--- src/rtl/uart_rx_if.sv ---
// uart_rx_if: serial line in, FIFO write port and error pulses out of the UART receiver.
interface uart_rx_if;
    logic rx, fifo_full, wr_en, frame_err, parity_err, overrun_err, busy;
    logic [7:0] wr_data;
    modport master (input rx, fifo_full, output wr_en, wr_data, frame_err, parity_err, overrun_err, busy);
    modport slave (output rx, fifo_full, input wr_en, wr_data, frame_err, parity_err, overrun_err, busy);
endinterface

--- src/rtl/uart_rx_deserializer.sv ---
// uart_rx_deserializer: 16x oversampling UART receiver that writes good bytes to a FIFO
// and reports framing, parity and overrun errors as one-cycle pulses.
module uart_rx_deserializer #(
    parameter int BAUD_DIV = 27,
    parameter bit PARITY_EN = 1'b0,
    parameter bit PARITY_ODD = 1'b0
) (
    input logic clk,
    input logic reset,
    uart_rx_if.master bus
);
    typedef enum logic [2:0] {WAIT_IDLE, IDLE, START, DATA, PARITY, STOP} state_t;
    state_t state, state_n;
    logic rx_m, rx_s, par;
    logic [15:0] pre;
    logic [3:0] s_cnt;
    logic [2:0] bit_cnt;
    logic [7:0] sh;
    logic tick, mid, fin, start, par_ok, wr_n, fe_n, pe_n, ov_n;
    assign tick = pre == 16'(BAUD_DIV - 1);
    assign mid = tick && s_cnt == 4'd7;
    assign fin = tick && s_cnt == 4'd15;
    assign start = state == IDLE && !rx_s;
    assign par_ok = !PARITY_EN || ((^sh ^ par) == PARITY_ODD);
    assign bus.busy = state != IDLE;
    always_ff @(posedge clk) begin
        if (reset) state <= WAIT_IDLE;
        else state <= state_n;
    end
    // The stop sample decides the frame outcome in a single cycle.
    always_comb begin
        state_n = state;
        wr_n = 1'b0;
        fe_n = 1'b0;
        pe_n = 1'b0;
        ov_n = 1'b0;
        case (state)
            WAIT_IDLE: if (rx_s) state_n = IDLE;
            IDLE: if (!rx_s) state_n = START;
            START: if (mid) state_n = rx_s ? IDLE : DATA;
            DATA: if (fin && bit_cnt == 3'd7) state_n = PARITY_EN ? PARITY : STOP;
            PARITY: if (fin) state_n = STOP;
            STOP: if (fin) begin
                state_n = rx_s ? IDLE : WAIT_IDLE;
                fe_n = !rx_s;
                pe_n = rx_s && !par_ok;
                ov_n = rx_s && par_ok && bus.fifo_full;
                wr_n = rx_s && par_ok && !bus.fifo_full;
            end
            default: state_n = WAIT_IDLE;
        endcase
    end
    always_ff @(posedge clk) begin
        if (reset) begin
            rx_m <= 1'b1;
            rx_s <= 1'b1;
            pre <= '0;
            s_cnt <= '0;
            bit_cnt <= '0;
            sh <= '0;
            par <= 1'b0;
            bus.wr_en <= 1'b0;
            bus.wr_data <= '0;
            bus.frame_err <= 1'b0;
            bus.parity_err <= 1'b0;
            bus.overrun_err <= 1'b0;
        end else begin
            rx_m <= bus.rx;
            rx_s <= rx_m;
            pre <= (tick || start) ? '0 : pre + 16'd1;
            s_cnt <= (start || (mid && state == START)) ? '0 : s_cnt + 4'(tick);
            if (start) bit_cnt <= '0;
            if (state == DATA && fin) begin
                sh <= {rx_s, sh[7:1]};
                bit_cnt <= bit_cnt + 3'd1;
            end
            if (state == PARITY && fin) par <= rx_s;
            bus.wr_en <= wr_n;
            bus.frame_err <= fe_n;
            bus.parity_err <= pe_n;
            bus.overrun_err <= ov_n;
            if (wr_n) bus.wr_data <= sh;
        end
    end
endmodule

--- src/flat_wrapper.sv ---
// flat-port wrapper written by rule: the top's interface ports become plain ports
module uart_rx_deserializer_flat 
#(
    parameter int BAUD_DIV = 27,
    parameter bit PARITY_EN = 1'b0,
    parameter bit PARITY_ODD = 1'b0
)
  (clk, reset, bus_rx, bus_fifo_full, bus_wr_en, bus_wr_data, bus_frame_err, bus_parity_err, bus_overrun_err, bus_busy);
  uart_rx_if bus_i ();
  input logic clk;
  input logic reset;
  input wire logic [$bits(bus_i.rx)-1:0] bus_rx;
  input wire logic [$bits(bus_i.fifo_full)-1:0] bus_fifo_full;
  output wire logic [$bits(bus_i.wr_en)-1:0] bus_wr_en;
  output wire logic [$bits(bus_i.wr_data)-1:0] bus_wr_data;
  output wire logic [$bits(bus_i.frame_err)-1:0] bus_frame_err;
  output wire logic [$bits(bus_i.parity_err)-1:0] bus_parity_err;
  output wire logic [$bits(bus_i.overrun_err)-1:0] bus_overrun_err;
  output wire logic [$bits(bus_i.busy)-1:0] bus_busy;
  assign bus_i.rx = bus_rx;
  assign bus_i.fifo_full = bus_fifo_full;
  assign bus_wr_en = bus_i.wr_en;
  assign bus_wr_data = bus_i.wr_data;
  assign bus_frame_err = bus_i.frame_err;
  assign bus_parity_err = bus_i.parity_err;
  assign bus_overrun_err = bus_i.overrun_err;
  assign bus_busy = bus_i.busy;
  uart_rx_deserializer #(.BAUD_DIV(BAUD_DIV), .PARITY_EN(PARITY_EN), .PARITY_ODD(PARITY_ODD)) u_core (.clk(clk), .reset(reset), .bus(bus_i));
endmodule
--- config.mk ---
export PLATFORM = sky130hd
export DESIGN_NAME = uart_rx_deserializer_flat
export DESIGN_NICKNAME = d
export VERILOG_FILES = /design/src/rtl/uart_rx_if.sv /design/src/rtl/uart_rx_deserializer.sv /design/src/flat_wrapper.sv
export SDC_FILE = /design/constraint.sdc
export NUM_CORES = 1
export LEC_CHECK = 0
export ABC_AREA = 1
export CORE_MARGIN = 2
export CORE_UTILIZATION = 30
export DETAILED_ROUTE_END_ITERATION = 10
export PLACE_DENSITY = 0.45
export SLEW_MARGIN = 40
export SYNTH_ARGS = -nofsm -noshare
export SYNTH_HDL_FRONTEND = slang
export SYNTH_SLANG_ARGS = --single-unit
--- constraint.sdc ---
create_clock -name clk -period 4.85 [get_ports clk]
set_input_delay 0.97 -clock clk [delete_from_list [all_inputs] [get_ports clk]]
set_output_delay 0.97 -clock clk [all_outputs]
set_load 0.005 [all_outputs]
Word-level counts from Yosys, hierarchy flattened
Cells that the tools add are included.

Add/subtract/negate cells: 3. Multiplexer cells: 13. Bitwise logic cells: 2. Reduce and logical (&&, ||, !) cells: 18. Eq/ne operators: 16.

Operator list (count): $mux 3 (8); $pmux 3 s6 (1); $add 16x1->16 const B (1); $eq 16x5->1 const B (1); $ne 2x1->1 const B (5); $eq 3x3->1 const B (3); $logic_and 1x1->1 (8); $eq 3x2->1 const B (2); $reduce_and 6->1 (1); $add 4x1->4 (1); $eq 4x3->1 const B (1); $eq 4x4->1 const B (1); $reduce_or 2->1 (2); $add 3x1->3 const B (1); $eq 3x1->1 const B (1); $logic_not 3->1 (1); $mux 1 (3); $ne 3x1->1 const B (1); $reduce_or 3->1 (1); $logic_not 1->1 (2); $logic_or 1x1->1 (2); $mux 2 (1); $ne 2x2->1 const B (1); $not 1->1 (2); $reduce_bool 2->1 (1).

Register bits: 47. Word-level logic and storage cells: 63.

Depth between registers and ports, before layout
Gate-level depths: netlist of run 1.

Depth in word-level cells: 5. Depth in mapped cells: 12.

Worst setup path before layout of run 1
OpenSTA, ideal clock, no wires.

Path type: in2reg. Start point: input reset. End point: register u_core.bus.wr_data[6]. Data required time: 4.780 ns. Path slack: 3.123 ns. Setup time: 0.070 ns. Cell stages on the path: 5. Path buffers: 2. Arrival: 1.657 ns. Cells stage by stage: inv_1 > clkbuf_1 > buf_1 > o21ai_1 > a21oi_1.

RTL lines: start: declaration (RTL line flat_wrapper.sv:11) `input logic reset;`; end signal: assignment (RTL line uart_rx_deserializer.sv:82) `if (wr_n) bus.wr_data <= sh;`; end: declaration (RTL line uart_rx_if.sv:5) `modport master (input rx, fifo_full, output wr_en, wr_data, frame_err, parity_err, overrun_err, busy);`.

Final worst setup path of run 1
Start point: input reset. End point: register u_core.pre[8].

Cells in the longest elaborated chain, start to end: 1.

Ends and longest elaborated chain: $reduce_or 2->1 (no source line); end signal: assignment (RTL line uart_rx_deserializer.sv:70) `pre <= (tick || start) ? '0 : pre + 16'd1;`; end: declaration (RTL line uart_rx_deserializer.sv:15) `logic [15:0] pre;`.

Every way passes these cells. A chain may end at the register's enable or synchronous reset.

==> results of run 1 <==
[final timing paths]
kind                                     from  slack (ps)  cells past startpoint                     to
worst min-delay path              u_core.rx_m         430                      1            u_core.rx_s
worst min register to register    u_core.rx_m         430                      1            u_core.rx_s
worst max register to register  u_core.pre[0]        3080                     11  u_core.bus.wr_data[4]
worst max-delay path                    reset        2240                      8          u_core.pre[8]
[power by group]
group	switching [W]	internal, W
logic	0.000105	0.0000632
registers	0.0000210	0.000402
clock network	0.000135	0.000100
total	0.000261	0.000566
[critical path, cell delays in order]
cell and delay, ps:
clkdlybuf4s50_1 540, inv_1 440, nand2_1 130, inv_2 80, nand2_1 230, inv_1 220, o21ai_0 120, a21oi_1 110
[cell type report]
class	count	area share, %
well taps	96	4.82
repair buffers	15	6.03
clock inverters	3	0.804
multi-input cells	191	40.9
flip-flops and latches	47	37.8
clock buffers	5	2.76
inverters	46	6.93
[placed cells by master (no fill, tap or decap), types with 2 or more instances in the layout]
| cell | n |
|---|---|
| nand2_2 | 2 |
| nor4_1 | 2 |
| ha_1 | 6 |
| nor3_1 | 12 |
| o21ai_1 | 5 |
| inv_2 | 6 |
| clkbuf_8 | 5 |
| nand3_2 | 3 |
| nor2_4 | 3 |
| nor2_1 | 49 |
| clkdlybuf4s50_1 | 15 |
| nand4_1 | 4 |
| nand3_1 | 9 |
| inv_1 | 40 |
| xnor2_1 | 3 |
| nor2_2 | 4 |
| a21oi_1 | 21 |
| nand2_1 | 36 |
| or2_2 | 2 |
| xor2_1 | 2 |
| clkinvlp_4 | 2 |
| o21ai_0 | 18 |
| dfxtp_1 | 47 |
[routing by layer]
| metal | share of wire, % | routed length (um) | GRT usage (%) |
|---|---|---|---|
| met5 | 0 | 0 | 0 |
| met4 | 1.5 | 66 | 4.88 |
| met1 | 50 | 2180 | 15.4 |
| met3 | 3.8 | 165 | 2.95 |
| met2 | 45 | 1970 | 20.1 |
[through the flow]
step | cell area, um2 | utilization (%) | setup WS [ps] | hold slack (ps)
after global placement | 2400 | 34.8 | 1930 | 406
after detailed placement | 2400 | 34.8 | 1890 | 400
after floorplan | 2170 | - | 3120 | 389
after global routing | 2490 | 36.1 | 1920 | 439
final | 2490 | 36.1 | 2240 | 426
after CTS | 2490 | 36.1 | 2200 | 430
[cell families after synthesis]
family          count (synthesis)
other cells                     1
fa+ha+maj                       6
compound gates                 48
simple gates                  131
xor+xnor                        5
buf+inv                        51
flops                          47
[registers in the layout, summed over array words and instances, names as in the netlist]
signal,flops
u_core.rx_m,1
u_core.sh,8
u_core.bus.overrun_err,1
u_core.s_cnt,4
u_core.state,3
u_core.bus.wr_en,1
u_core.bus.frame_err,1
u_core.pre,16
u_core.bus.wr_data,8
u_core.rx_s,1
u_core.bit_cnt,3
==> flow_metrics.env, run 1 <==
export IMPL_status="finished, final reports clean"
export IMPL_ys_async_sr_fraction_pct=0
export IMPL_synth_xor_xnor_area_share_pct=2.02
export IMPL_synth_top_cells_by_area="dfxtp_1, nor2_1, inv_1"
export IMPL_cts_hold_buf=0
export IMPL_critPathKind="in2reg"
export IMPL_required_ps=5080
export IMPL_crit_fanout=20
export IMPL_cts_buffer_depth=2
export IMPL_die_y_um=89.0
export IMPL_setup_violations=0
export IMPL_antenna_found_initial=0
export IMPL_path_clk_slew_ps=90
export IMPL_syn_cell_area_mm2=0.00217
export IMPL_cts_tree="done"
export IMPL_io_buffers=15
export IMPL_synth_edf_count=0
export IMPL_vias=1780
export IMPL_clk_latency_ps=300
export IMPL_synthAdderAreaFrac_pct=3.47
export IMPL_synth_top_cell_area_share_pct=43.4
export IMPL_start_kind="input pin"
export IMPL_postCtsSetupBuffers=0
export IMPL_fmaxAchievable_mhz=383
export IMPL_setup_tns_final_ps=0
export IMPL_fp_dieW_um=89.0
export IMPL_critPathArrivalTime_ps=2840
export IMPL_yosysMostFrequentCell="nor2_1"
export IMPL_synth_ff_type="dfxtp_1"
export IMPL_irDropWorstVdd_mv=0.101
export IMPL_synth_distinct_cells=34
export IMPL_nFillCells=765
export IMPL_gr_total_overflow=0
export IMPL_dieArea_mm2=0.00791
export IMPL_grt_pass1_wl_um=7480
export IMPL_antenna_left=0
export IMPL_p_leak_nw=1.00
export IMPL_cts_sinks=47
export IMPL_first_pass_iters=4
export IMPL_syn_to_final_growth_pct=15.0
export IMPL_grt_start_max_net_pins=21
export IMPL_p_per_area_mw_per_mm2=332
export IMPL_routed_wl_um=4380
export IMPL_post_dp_hpwl_um=3260
export IMPL_initial_core_util_pct=31.4
export IMPL_rsz0062_at_grt="no"
export IMPL_yosysSeqAreaShare_pct=43.4
export IMPL_synth_mux_area_share_pct=0
export IMPL_cts_htree_levels=2
export IMPL_ctsResizeCount=0
export IMPL_synth_compound_area_share_pct=11.8
export IMPL_p_total_w=0.000827
export IMPL_grt_usage_pct=12.2
export IMPL_fp_row_count=30
export IMPL_cp_end_kind="flop"
export IMPL_via_per_inst=4.42
export IMPL_synth_area_per_cell_um2=7.49
export IMPL_fin_crit_ps=2610
export IMPL_finalNonFillerCells=403
export IMPL_multi_input_comb_area_mm2=0.00102
export IMPL_cap_violations=0
export IMPL_ys_ff_latch=47
export IMPL_cts_buffers=5
export IMPL_synthesis_nets=299
export IMPL_clockRootBuffer="clkbuf_8"
export IMPL_skew_ps=11.1
export IMPL_io_pins=17
export IMPL_hold_class="reg2reg"
export IMPL_ys_warn_count=0
export IMPL_post_drt_wl_per_cell_um=10.9
export IMPL_antenna_cells=0
export IMPL_nets=316
export IMPL_grt_pass1_vias=1681
export IMPL_finalMaxSlewViolations=0
export IMPL_gp_congestion=0.807
export IMPL_final_hold_viol_count=0
export IMPL_synth_top_family_by_area="simple AND/OR/NAND/NOR gates"
export IMPL_place_inst=395
export IMPL_synth_commonest_cells="nor2_1, dfxtp_1, inv_1"
export IMPL_period_share_pct=53.9
export IMPL_synthCells=289
export IMPL_coreArea_mm2=0.00691
export IMPL_layout_drive_gt1_share_pct=11.1
export IMPL_route_detailed_drc=0
export IMPL_synth_area_leader_cell="dfxtp_1"
export IMPL_regArea_um2=941
export IMPL_first_iter_violations=94
export IMPL_synth_simple_area_share_pct=29.5
Note: power is estimated with default switching activity, not from simulation.
==> run 2, diff against run 1 <==
--- a/config.mk
+++ b/config.mk
@@ -9,7 +9,7 @@
 export CORE_MARGIN = 2
 export CORE_UTILIZATION = 30
 export DETAILED_ROUTE_END_ITERATION = 10
-export PLACE_DENSITY = 0.45
+export PLACE_DENSITY = 0.46
 export SLEW_MARGIN = 40
 export SYNTH_ARGS = -nofsm -noshare
 export SYNTH_HDL_FRONTEND = slang
==> constraint.sdc (replaced) <==
create_clock -name clk -period 2.2 [get_ports clk]
set_input_delay 0.44 -clock clk [delete_from_list [all_inputs] [get_ports clk]]
set_output_delay 0.44 -clock clk [all_outputs]
set_load 0.005 [all_outputs]
==> flow_metrics.env, run 2 (synthesized netlist as in run 1, its figures left out) <==
export IMPL_final_hold_viol_count=0
export IMPL_post_dp_hpwl_um=3140
export IMPL_dieArea_mm2=0.00791
export IMPL_place_inst=398
export IMPL_vias=1783
export IMPL_p_per_area_mw_per_mm2=726
export IMPL_grt_pass1_vias=1596
export IMPL_setup_violations=0
export IMPL_reg2reg_to="u_core.s_cnt[2]"
export IMPL_holdPathEnd="u_core.rx_s"
export IMPL_finalMaxSlewViolations=0
export IMPL_fp_dieW_um=89.0
export IMPL_irDropWorstVdd_mv=0.274
export IMPL_cp_end_kind="output pin"
export IMPL_io_buffers=15
export IMPL_syn_to_final_growth_pct=16.1
export IMPL_gp_congestion=0.794
export IMPL_nets=319
export IMPL_fmaxAchievable_mhz=493
export IMPL_path_clk_slew_ps=90
export IMPL_initial_core_util_pct=31.4
export IMPL_switching_power_w=0.000572
export IMPL_cts_tree="done"
export IMPL_regMostFlops="u_core.pre"
export IMPL_gr_total_overflow=0
export IMPL_period_share_pct=92.1
export IMPL_pwr_share_comb_pct=20.3
export IMPL_antenna_left=0
export IMPL_cap_violations=0
export IMPL_final_util_pct=36.4
export IMPL_cts_buffer_depth=2
export IMPL_pwr_share_clk_pct=28.6
export IMPL_routed_wl_um=4240
export IMPL_clockRootBuffer="clkbuf_8"
export IMPL_cts_htree_levels=2
export IMPL_worstHoldPathCells=1
export IMPL_grt_usage_pct=11.9
export IMPL_status="finished, final reports clean"
export IMPL_cts_hold_buf=0
export IMPL_critPathArrivalTime_ps=1590
export IMPL_first_iter_violations=85
export IMPL_required_ps=1760
export IMPL_finalNonFillerCells=406
export IMPL_io_pins=17
export IMPL_final_common_cell="nor2_1"
export IMPL_r2r_setup_slack_ps=450
export IMPL_setup_tns_final_ps=0
export IMPL_fp_row_count=30
export IMPL_clk_latency_ps=300
export IMPL_reg2reg_depth=12
export IMPL_ctsResizeCount=0
export IMPL_largest_reg_flops=16
export IMPL_largest_registers="u_core.pre x16, u_core.bus.wr_data x8, u_core.sh x8"
export IMPL_cts_buffers=5
export IMPL_antenna_cells=0
export IMPL_p_seq_share_pct=51.1
export IMPL_hp_start="u_core.rx_m"
export IMPL_grt_start_max_net_pins=20
export IMPL_fin_crit_ps=2030
export IMPL_grt_pass1_wl_um=7330
export IMPL_post_drt_wl_per_cell_um=10.5
export IMPL_start_kind="flop"
export IMPL_via_per_inst=4.39
export IMPL_p_leak_nw=1.01
export IMPL_p_total_w=0.00182
export IMPL_critPathKind="reg2out"
export IMPL_rsz0062_at_grt="no"
export IMPL_route_detailed_drc=0
export IMPL_layout_drive_gt1_share_pct=11.9
export IMPL_antenna_found_initial=0
export IMPL_r2r_start="u_core.pre[0]"
export IMPL_nFillCells=765
export IMPL_postCtsSetupBuffers=0
export IMPL_crit_fanout=6
export IMPL_coreArea_mm2=0.00691
export IMPL_die_y_um=89.0
export IMPL_hold_class="reg2reg"
export IMPL_skew_ps=9.39
export IMPL_layout_common_cells="nor2_1, dfxtp_1, inv_1"
export IMPL_internal_power_w=0.00125
export IMPL_first_pass_iters=4
export IMPL_cts_sinks=47
export IMPL_sw_frac_of_total_pct=31.4
[run 2: area by class of cell]
type,count,area (um2),area share (%)
Sequential cell,47,941,37.4
Multi-Input combinational cell,191,1020,40.5
Clock inverter,3,20.0,0.796
Timing Repair Buffer,18,173,6.87
Inverter,46,173,6.87
Tap cell,96,120,4.78
Clock buffer,5,68.8,2.74
[run 2: routing by layer]
metal	track usage (%)	share of wire, %	wire length, um	up-vias
met1	16.5	51	2160	791
li1	-	-	-	958
met4	4.34	1.3	56	0
met2	17.8	45	1890	28
met3	3.14	3.2	135	6
met5	0	0	0	-
[run 2: worst max path at each step]
stage                     slack [ps]         endpoint            start  cells past startpoint
after floorplan                  600  u_core.s_cnt[2]    u_core.pre[0]                     12
after global placement           460  u_core.s_cnt[2]    u_core.pre[0]                     12
after detailed placement         430  u_core.s_cnt[2]    u_core.pre[0]                     12
after CTS                        180         bus_busy  u_core.state[0]                      4
after global routing              50         bus_busy  u_core.state[0]                      4
final                            170         bus_busy  u_core.state[0]                      4
[run 2: worst max-delay path, stage by stage (launching register included)]
cell	delay [ps]
dfxtp_1	500
nand2_1	90
nor2_1	190
inv_1	60
clkdlybuf4s50_1	440
[run 2: power by group through the flow]
stage	clock network [W]	registers (W)	logic (W)
floorplan	0	0.000941	0.000287
global placement	0	0.000953	0.000370
detailed placement	0	0.000950	0.000366
CTS	0.000550	0.000932	0.000368
global route	0.000590	0.000938	0.000442
finish	0.000522	0.000932	0.000370
[run 2: per-stage QoR]
| step | setup WS (ps) | hold WS (ps) | cell area (um2) |
|---|---|---|---|
| floorplan | 596 | 389 | 2170 |
| global placement | 457 | 402 | 2420 |
| detailed placement | 426 | 393 | 2420 |
| CTS | 180 | 432 | 2510 |
| global route | 52.7 | 441 | 2510 |
| finish | 173 | 430 | 2510 |
